$ cat config.mk
export PLATFORM = sky130hd
export DESIGN_NAME = alu_bitserial_seq
export DESIGN_NICKNAME = d
export VERILOG_FILES = /design/src/rtl/alu_bitserial_seq.sv
export SDC_FILE = /design/constraint.sdc
export NUM_CORES = 1
export LEC_CHECK = 0
export CAP_MARGIN = 20
export CELL_PAD_IN_SITES_DETAIL_PLACEMENT = 2
export CELL_PAD_IN_SITES_GLOBAL_PLACEMENT = 2
export CORE_UTILIZATION = 30
export CTS_CLUSTER_SIZE = 40
export DETAILED_ROUTE_END_ITERATION = 10
export PLACE_DENSITY_LB_ADDON = 0.05
export RECOVER_POWER = 100
export SLEW_MARGIN = 5
export SYNTH_ARGS = -nofsm -noshare
export SYNTH_HDL_FRONTEND = slang
export SYNTH_SLANG_ARGS = --single-unit
$ cat constraint.sdc
create_clock -name clk -period 2.2 [get_ports clk]
set_input_delay 0.55 -clock clk [delete_from_list [all_inputs] [get_ports clk]]
set_output_delay 0.55 -clock clk [all_outputs]
set_load 0.02 [all_outputs]
$ cat src/rtl/alu_bitserial_seq.sv
// Sequenced bit-serial 4-bit ALU stage: one command in, LSB-first computation,
// result and flags out, with mux select lines held for the whole operation.
module alu_bitserial_seq #(
    parameter int unsigned WIDTH = 4
) (
    input  logic             clk,
    input  logic             rst_n,
    input  logic             in_valid,
    output logic             in_ready,
    input  logic [1:0]       op,
    input  logic [WIDTH-1:0] a,
    input  logic [WIDTH-1:0] b,
    output logic             s0,
    output logic             s1,
    output logic             busy,
    output logic             out_valid,
    input  logic             out_ready,
    output logic [WIDTH-1:0] result,
    output logic             cout,
    output logic             zero
);

    localparam int unsigned CW = (WIDTH > 1) ? $clog2(WIDTH) : 1;
    localparam logic [1:0] OP_AND = 2'b00;
    localparam logic [1:0] OP_OR  = 2'b01;
    localparam logic [1:0] OP_ADD = 2'b10;
    localparam logic [1:0] OP_SUB = 2'b11;

    typedef enum logic [1:0] {IDLE, CALC, DONE} state_t;

    state_t            state, state_nxt;
    logic [WIDTH-1:0]  a_sh, a_sh_nxt;
    logic [WIDTH-1:0]  b_sh, b_sh_nxt;
    logic [1:0]        op_q, op_q_nxt;
    logic              carry, carry_nxt;
    logic [CW-1:0]     cnt, cnt_nxt;
    logic [WIDTH-1:0]  result_nxt;
    logic              cout_nxt, zero_nxt;
    logic              in_ready_nxt, busy_nxt, out_valid_nxt;
    logic              a_i, b_i, sum_i, maj_i, r_i;

    assign s0 = op_q[0];
    assign s1 = op_q[1];

    always_ff @(posedge clk or negedge rst_n) begin
        if (!rst_n) begin
            state     <= IDLE;
            a_sh      <= '0;
            b_sh      <= '0;
            op_q      <= '0;
            carry     <= 1'b0;
            cnt       <= '0;
            result    <= '0;
            cout      <= 1'b0;
            zero      <= 1'b0;
            in_ready  <= 1'b1;
            busy      <= 1'b0;
            out_valid <= 1'b0;
        end else begin
            state     <= state_nxt;
            a_sh      <= a_sh_nxt;
            b_sh      <= b_sh_nxt;
            op_q      <= op_q_nxt;
            carry     <= carry_nxt;
            cnt       <= cnt_nxt;
            result    <= result_nxt;
            cout      <= cout_nxt;
            zero      <= zero_nxt;
            in_ready  <= in_ready_nxt;
            busy      <= busy_nxt;
            out_valid <= out_valid_nxt;
        end
    end

    // One-bit slice of the serial datapath; SUB inverts b and relies on carry-in 1
    always_comb begin
        a_i   = a_sh[0];
        b_i   = b_sh[0] ^ (op_q == OP_SUB);
        sum_i = a_i ^ b_i ^ carry;
        maj_i = (a_i & b_i) | (a_i & carry) | (b_i & carry);
        case (op_q)
            OP_AND:  r_i = a_i & b_i;
            OP_OR:   r_i = a_i | b_i;
            default: r_i = sum_i;
        endcase
    end

    always_comb begin
        state_nxt  = state;
        a_sh_nxt   = a_sh;
        b_sh_nxt   = b_sh;
        op_q_nxt   = op_q;
        carry_nxt  = carry;
        cnt_nxt    = cnt;
        result_nxt = result;
        cout_nxt   = cout;
        zero_nxt   = zero;

        case (state)
            IDLE: begin
                if (in_valid && in_ready) begin
                    a_sh_nxt  = a;
                    b_sh_nxt  = b;
                    op_q_nxt  = op;
                    carry_nxt = (op == OP_SUB);
                    cnt_nxt   = '0;
                    state_nxt = CALC;
                end
            end
            CALC: begin
                a_sh_nxt   = a_sh >> 1;
                b_sh_nxt   = b_sh >> 1;
                carry_nxt  = maj_i;
                result_nxt = {r_i, result[WIDTH-1:1]};
                cnt_nxt    = cnt + CW'(1);
                if (cnt == CW'(WIDTH - 1)) begin
                    cout_nxt  = op_q[1] & maj_i;
                    zero_nxt  = (result_nxt == '0);
                    state_nxt = DONE;
                end
            end
            DONE: begin
                if (out_valid && out_ready) begin
                    state_nxt = IDLE;
                end
            end
            default: state_nxt = IDLE;
        endcase

        in_ready_nxt  = (state_nxt == IDLE);
        busy_nxt      = (state_nxt != IDLE);
        out_valid_nxt = (state_nxt == DONE);
    end

endmodule

======== After elaboration in Yosys (flattened, before gate mapping) ========
Cells that the tools add are included.
word-level totals
  bits of input ports ..................... 14
  output and inout port bits .............. 11
  word-level logic and storage cells ...... 55
  register bits after elaboration ......... 24
cells by class
  add/sub/neg operators ................... 1
  bitwise logic cells ..................... 10
  eq/ne operators ......................... 8
  muxes and demuxes ....................... 13
  reduce and logical (&&, ||, !) cells .... 11
operators with widths
  operator                                       count
  one-hot mux 4 bit (2 select lines)             2
  == test 2 bit, second input constant           5
  2-to-1 mux 2 bit                               4
  2-to-1 mux 4 bit                               2
  logical NOT 2 bit                              3
  one-hot mux 2 bit (3 select lines)             1
  AND reduction 2 bit                            3
  AND 1 bit                                      4
  == test 2 x 1 -> 1 bit, second input constant  2
  logical NOT 4 bit                              1
  one-hot mux 1 bit (2 select lines)             2
  one-hot mux 2 bit (2 select lines)             1
  nonzero test 2 bit                             2
  OR 1 bit                                       3
  XOR 1 bit                                      3
  adder 2 x 1 -> 2 bit, second input constant    1
  logical AND 1 bit                              2
  != test 2 bit, second input constant           1
  2-to-1 mux 1 bit                               1

======== Logic depth before layout (Yosys ltp) ========
Gate-level depths: netlist of the first run.
  depth in word-level cells ............... 6
  gate-level depth with buffers ........... 6
  mapped depth without buffers ............ 6

======== Worst setup path after synthesis of the first run ========
Ideal clock, no wire load.
  kind .................................... reg2reg
  start point ............................. register op_q[1]
  end point ............................... register zero
  cell stages (with the launch flop) ...... 7
  slack ................................... 422 ps
  arrival time ............................ 1656 ps
  buffers on the path ..................... 0
  library setup time ...................... 122 ps
  required time ........................... 2078 ps
  clock period less this slack ............ 1778 ps
  cells stage by stage .................... dfrtp_1 nand2_1 xnor2_1 inv_1 fa_1 nand2b_1 a32o_1
on the way
  longest elaborated chain between the ends .. 6
  elaborated cells on any way between the ends .. 10
  classes of those cells .................. eq/ne (2); mux (1); bitwise (5); reduce/logical (2)
ends and longest elaborated chain
  item                                    line  RTL
  start: declaration                      34    logic [1:0] op_q, op_q_nxt;
  start signal: assignment                63    op_q <= op_q_nxt;
  == test 2 bit                           78    b_i = b_sh[0] ^ (op_q == OP_SUB);
  XOR 1 bit                               78
  XOR 1 bit (2 in series)                 79    sum_i = a_i ^ b_i ^ carry;
  one-hot mux 1 bit (2 select lines) (*)  81    case (op_q)
  logical NOT 4 bit (*)                   118   zero_nxt = (result_nxt == '0);
  end signal: assignment                  68    zero <= zero_nxt;
  end: declaration                        20    output logic zero
Mark *: on every way between the ends. The rest lies on a longest branch, timed or not.
A chain may end at the register's enable or synchronous reset.

======== Final worst setup path of the first run ========
  start point ............................. register in_ready
  end point ............................... output port in_ready
RTL lines
  item                      line  RTL
  start: declaration        9     output logic in_ready,
  start signal: assignment  69    in_ready <= in_ready_nxt;
No word-level cell between the ends.

==> flow_summary.yaml, run 1 <==
pwr:
  irDropWorstVdd_v: 0.000508
  power_leakage_uw: 0.000684
  p_per_area_nw_per_um2: 1560
layout:
  final_cell_mix: "dfrtp_1 (23), nand2_1 (17), clkdlybuf4s50_1 (13), o22ai_1 (12), dlygate4sd3_1 (11)"
  instances_no_fill: 181
  fin_nets: 152
  design_area_um2: 1510
  drive_gt1_share_pct: 10.5
  fillCellCount: 406
  antenna_cells: 0
  final_common_cell: "dfrtp_1"
  area_growth_syn_to_layout_pct: 23.6
min_path:
  hp-class: "register to register"
  hp-start: "cout"
floorplanning:
  ios: 25
  die_area_um2: 4320
  fp.dieW_um: 65.7
  fp.dieH_um: 65.7
  rows: 22
  initial_core_util_pct: 32.3
  core_area_um2: 3770
clock_tree:
  cts-root-buf: "clkbuf_8"
  numCtsBuffers: 3
  holdBufCountCts: 0
  post_cts_resize_count: 0
  clock-sinks: 24
  cts_buffer_depth: 2
  cts_tree: "yes"
  clkSlewWorstSetupHoldPaths_ns: 0.09
  clock_latency_ns: 0.27
  htreeDepth: 1
  post_cts_buffers: 0
route:
  firstDrtPassIters: 4
  viasPerCell: 5.07
  vias: 917
  antenna_left: 0
  wl_per_cell_um: 15.7
  drtIter0Drc: 28
  drt_wl_total_mm: 2.84
  drc: 0
worst_setup_path:
  r2r_start: "op_q[1]"
  cp-startpoint: "in_ready"
  crit_fanout: 7
  cp.buffers_inverters: 1
  worstPathArrival_ns: 1.51
  cp_cell_sequence: "clkdlybuf4s50_1"
  crit_family: "buffers and inverters"
  crit_slowest_cell: "clkdlybuf4s50_1"
  cp.required_ns: 1.65
  crit_path_start_kind: "register"
  cp-end-kind: "output pin"
  critPathMaxStageDelay_ns: 0.63
  worstSetupPathType: "register to output pin"
yosys:
  yosys_most_used_dff: "dfrtp_1"
  netlist-cell-type-count: 33
  ys_warn_count: 0
  synth_seq_area_share_pct: 49.4
  ys_async_sr_fraction_pct: 100
  syn_area_per_cell_um2: 11.2
  synth_area_um2: 1220
  synth-edff-count: 0
  synth_nets: 127
  syn_inst: 109
  synth-seq-cells: 24
global_route:
  grt_max_degree: 25
  grt_pass1_vias: 990
  antenna_found_initial: 0
  grt_pass1_wl_mm: 4.82
  gr-usage-met3_pct: 3.82
  grt_usage_pct: 15.2
  grt.busiest_layer: "met2"
  gr-usage-met1_pct: 19.4
  grtUsageMet2_pct: 24.5
  gr-total-overflow: 0
job:
  drv_cap: 0
sta:
  hold_viol: 0
  fmax_mhz: 486
  fin_tns_setup_ns: 0
  worst_slack_ns: 0.143
  setup_viol_count_final: 0
  post-route-min-period_ns: 2.06
  period_share_pct: 93.5
  rsz0062_at_grt: "false"
  clock_skew_ns: 0.0104
  slew_viol_final: 0
  timing.slew.headroom_pct: 10.7
  tightest_slew_ns: 1.34
placement:
  dp.cells: 177
  io_buffers: 24
  dp_hpwl_mm: 2.12
  dp_slack_ns: 0.247
  gp_congestion: 0.674
  post_dp_cell_area_um2: 1470
status:
  status: "complete, no violations"
==> cells by family after synthesis <==
| kind of cell | Yosys count | share of synthesized area [%] |
|---|---|---|
| AOI/OAI and AO/OA | 33 | 18.1 |
| and+or+nand+nor | 33 | 17.5 |
| DFF | 24 | 49.4 |
| buffers and inverters | 10 | 5.96 |
| muxes | 4 | 3.60 |
| adders and majority gates | 4 | 4.73 |
| xor gates and xnor gates | 1 | 0.720 |
==> stage by stage <==
step | power [uW] | hold WS (ns) | util [%]
floorplan | 1820 | 0.254 | -
CTS | 2450 | 0.494 | 40.2
global placement | 2120 | 0.458 | 39.0
global route | 2560 | 0.513 | 39.9
finish | 2350 | 0.485 | 39.9
detailed placement | 2170 | 0.475 | 39.0
==> final timing paths <==
kind | depth (start not counted) | slack [ns] | endpoint
min in group asynchronous | 2 | 1.03 | b_sh[0]
max | 1 | 0.14 | in_ready
max reg2reg | 6 | 0.45 | zero
min | 2 | 0.49 | cout
max in group asynchronous | 2 | 0.37 | out_valid
min reg2reg | 2 | 0.49 | cout
==> per-layer routing <==
metal,vias to the layer above,wire length (um)
li1,433,-
met1,463,1300
met2,19,1390
met3,2,125
met4,0,29
met5,-,0
==> cells in the mapped netlist, drive strengths merged (2+ instances only) <==
master	n	area, um2
dfrtp	23	576
nand2	17	63.8
o22ai	12	75.1
a21oi	7	35.0
buf	5	53.8
inv	5	18.8
nor2	5	18.8
o21ai	4	20.0
a22oi	3	22.5
ha	3	37.5
mux2	3	33.8
nand2b	3	26.3
a21o	2	15.0
nand3b	2	40.0
==> where the power goes <==
group	switching, uW	leakage (uW)	internal (uW)	total [uW]
Clock	136	0.0000228	129	265
Combinational	616	0.000372	543	1160
Sequential	252	0.000289	671	923
==> state kept, by name, summed over array words and instances, names as in the netlist <==
| name | count |
|---|---|
| b_sh | 4 |
| carry | 1 |
| out_valid | 1 |
| state | 2 |
| zero | 1 |
| result | 4 |
| cnt | 2 |
| in_ready | 1 |
| a_sh | 4 |
| busy | 1 |
| op_q | 2 |
| cout | 1 |
==> final cells by class <==
cell class              instances  area [um2]  share of cell area, %
multi-input cells              75         536                   35.6
clock buffers                   4        45.0                   2.99
well taps                      48        60.1                   3.99
flip-flops and latches         24         602                   40.0
inverters                       5        18.8                   1.25
repair buffers                 25         244                   16.2
==> worst register-to-register path: cells and delay by family, from the launching register on <==
kind,cells,cell delay (ns)
xor gates and xnor gates,1,0.18
DFF,1,0.43
and+or+nand+nor,2,0.26
buffers and inverters,1,0.10
adders and majority gates,1,0.42
AOI/OAI and AO/OA,1,0.25
Power figures use the tool's default switching activity.
==> run 2, diff against run 1 <==
==> constraint.sdc (replaced) <==
create_clock -name clk -period 2 [get_ports clk]
set_input_delay 0.5 -clock clk [delete_from_list [all_inputs] [get_ports clk]]
set_output_delay 0.5 -clock clk [all_outputs]
set_load 0.02 [all_outputs]
==> run 2 against run 1 <==
Against the previous run:
- global-route usage up 0.23 points
- cell area up 0.50%
- worst hold slack worse by 0.0036 ns
- non-clock buffer count up 1
- critical path type unchanged
- highest routed layer unchanged
==> flow_summary.yaml, run 2 (synthesis results as in run 1) <==
clock_tree:
  htreeDepth: 1
  clock-sinks: 24
  clock_latency_ns: 0.27
  holdBufCountCts: 0
  clkSlewWorstSetupHoldPaths_ns: 0.09
  cts_buffer_depth: 2
  cts-root-buf: "clkbuf_8"
  cts_tree: "yes"
  numCtsBuffers: 3
sta:
  post-route-min-period_ns: 1.88
  fin_tns_setup_ns: 0
  fmax_mhz: 532
  clock_skew_ns: 0.00366
  slew_viol_final: 0
  tightest_slew_ns: 0.658
  period_share_pct: 94.0
  rsz0062_at_grt: "false"
  timing.slew.headroom_pct: 56.1
  worst_slack_ns: 0.119
  hold_viol: 0
  setup_viol_count_final: 0
floorplanning:
  fp.dieW_um: 65.7
  die_area_um2: 4320
  core_area_um2: 3770
  initial_core_util_pct: 32.3
  ios: 25
  rows: 22
  fp.dieH_um: 65.7
global_route:
  gr-total-overflow: 0
  antenna_found_initial: 0
  grt_max_degree: 25
  grt_usage_pct: 15.4
  grt_pass1_wl_mm: 4.93
  grt_pass1_vias: 1022
worst_setup_path:
  cp-end-kind: "output pin"
  critPathMaxStageDelay_ns: 0.69
  cp.required_ns: 1.50
  cp_cell_sequence: "dlygate4sd3_1"
  crit_path_start_kind: "register"
  worstSetupPathType: "register to output pin"
  crit_fanout: 5
  worstPathArrival_ns: 1.38
  cp.buffers_inverters: 1
  crit_family: "buffers and inverters"
  crit_slowest_cell: "dlygate4sd3_1"
layout:
  antenna_cells: 0
  design_area_um2: 1510
  reg_top3: "a_sh: 4 flops, b_sh: 4 flops, result: 4 flops"
  area_growth_syn_to_layout_pct: 24.3
  drive_gt1_share_pct: 11.2
  final_cell_mix: "dfrtp_1 (23), nand2_1 (17), o22ai_1 (12), clkdlybuf4s50_1 (12), dlygate4sd3_1 (11)"
  final_common_cell: "dfrtp_1"
  fillCellCount: 403
  fin_nets: 153
pwr:
  intPower_uw: 1480
  p_sw_uw: 1120
  clkPwrFrac_pct: 11.5
  power_leakage_uw: 0.000693
  seqPwrFrac_pct: 38.5
  switching_share_pct: 42.9
  irDropWorstVdd_v: 0.000632
  p_per_area_nw_per_um2: 1720
  power_frac_comb_pct: 50.0
job:
  drv_cap: 0
status:
  status: "complete, no violations"
placement:
  gp_congestion: 0.678
  post_dp_cell_area_um2: 1480
  dp_hpwl_mm: 2.11
  io_buffers: 24
  dp_slack_ns: 0.0869
route:
  drtIter0Drc: 34
  antenna_left: 0
  drc: 0
  wl_per_cell_um: 15.7
  viasPerCell: 5.04
  drt_wl_total_mm: 2.85
  vias: 917
  firstDrtPassIters: 2
min_path:
  hp-class: "register to register"
run 2: changes by cell type in the layout (fill, tap and decap cells not counted):
| cell | previous run | this run |
|---|---|---|
| buf_4 | 0 | 1 |
| clkbuf_1 | 2 | 1 |
| clkbuf_2 | 0 | 1 |
| clkdlybuf4s50_1 | 13 | 12 |
| dfstp_1 | 0 | 1 |
| dfstp_2 | 1 | 0 |
| dlygate4sd2_1 | 0 | 1 |
run 2: worst paths after layout:
check | from | end | slack [ns] | cells past startpoint
worst max-delay path | op_q[0] | s0 | 0.12 | 1
worst min-delay path | cout | cout | 0.48 | 2
worst max register to register | op_q[0] | zero | 0.21 | 6
worst min register to register | cout | cout | 0.48 | 2
max in group asynchronous | rst_n | result[0] | 0.84 | 2
min in group asynchronous | rst_n | b_sh[0] | 0.76 | 2
run 2: routing by layer:
layer | vias up | GRT usage, % | wire length [um]
li1 | 433 | - | -
met4 | 0 | 4.89 | 25
met5 | - | 0 | 0
met1 | 461 | 20.0 | 1340
met3 | 3 | 2.60 | 104
met2 | 20 | 25.9 | 1390
run 2: repair_timing:
action                                  4_1_cts  5_1_grt
gates resized for setup                       1        0
endpoints found under the setup margin        1        0
buffers inserted                              0        0
run 2: area by class of cell:
type | count | area (um2) | area share [%]
multi-input cells | 75 | 536 | 35.4
clock buffers | 4 | 45.0 | 2.98
inverters | 5 | 18.8 | 1.24
well taps | 48 | 60.1 | 3.97
flip-flops and latches | 24 | 602 | 39.8
repair buffers | 26 | 251 | 16.6
run 2: per-stage QoR:
| stage | util (%) | std cells | total power, uW | hold WS, ns |
|---|---|---|---|---|
| global route | 40.1 | 182 | 2840 | 0.515 |
| floorplan | - | 109 | 2000 | 0.204 |
| detailed placement | 39.2 | 178 | 2410 | 0.467 |
| CTS | 40.4 | 182 | 2710 | 0.495 |
| global placement | 39.2 | 178 | 2350 | 0.458 |
| finish | 40.1 | 182 | 2600 | 0.482 |
run 2: power by group through the flow:
stage	Sequential [uW]	Clock (uW)	Combinational (uW)
after CTS	1020	309	1380
after global placement	1010	0	1330
after detailed placement	1030	0	1380
after floorplan	1050	0	949
final	1000	300	1300
after global routing	1050	329	1460
run 2: worst reg2reg max path, stage by stage, from the launching register on:
cell      delay [ns]
dfrtp_1         0.42
nand2_1         0.09
xnor2_1         0.22
inv_1           0.11
fa_1            0.43
nand2b_1        0.16
a32o_1          0.25
==> run 3, diff against run 2 <==
--- a/config.mk
+++ b/config.mk
@@ -5,14 +5,17 @@
 export SDC_FILE = /design/constraint.sdc
 export NUM_CORES = 1
 export LEC_CHECK = 0
+export ABC_CLOCK_PERIOD_IN_PS = 2000
 export CAP_MARGIN = 20
 export CELL_PAD_IN_SITES_DETAIL_PLACEMENT = 2
 export CELL_PAD_IN_SITES_GLOBAL_PLACEMENT = 2
 export CORE_UTILIZATION = 30
+export CTS_CLUSTER_DIAMETER = 50
 export CTS_CLUSTER_SIZE = 40
 export DETAILED_ROUTE_END_ITERATION = 10
 export PLACE_DENSITY_LB_ADDON = 0.05
 export RECOVER_POWER = 100
+export SKIP_LAST_GASP = 1
 export SLEW_MARGIN = 5
 export SYNTH_ARGS = -nofsm -noshare
 export SYNTH_HDL_FRONTEND = slang
==> results of run 3 <==
No change in the layout: final DEF, timing and power equal those of run 2.
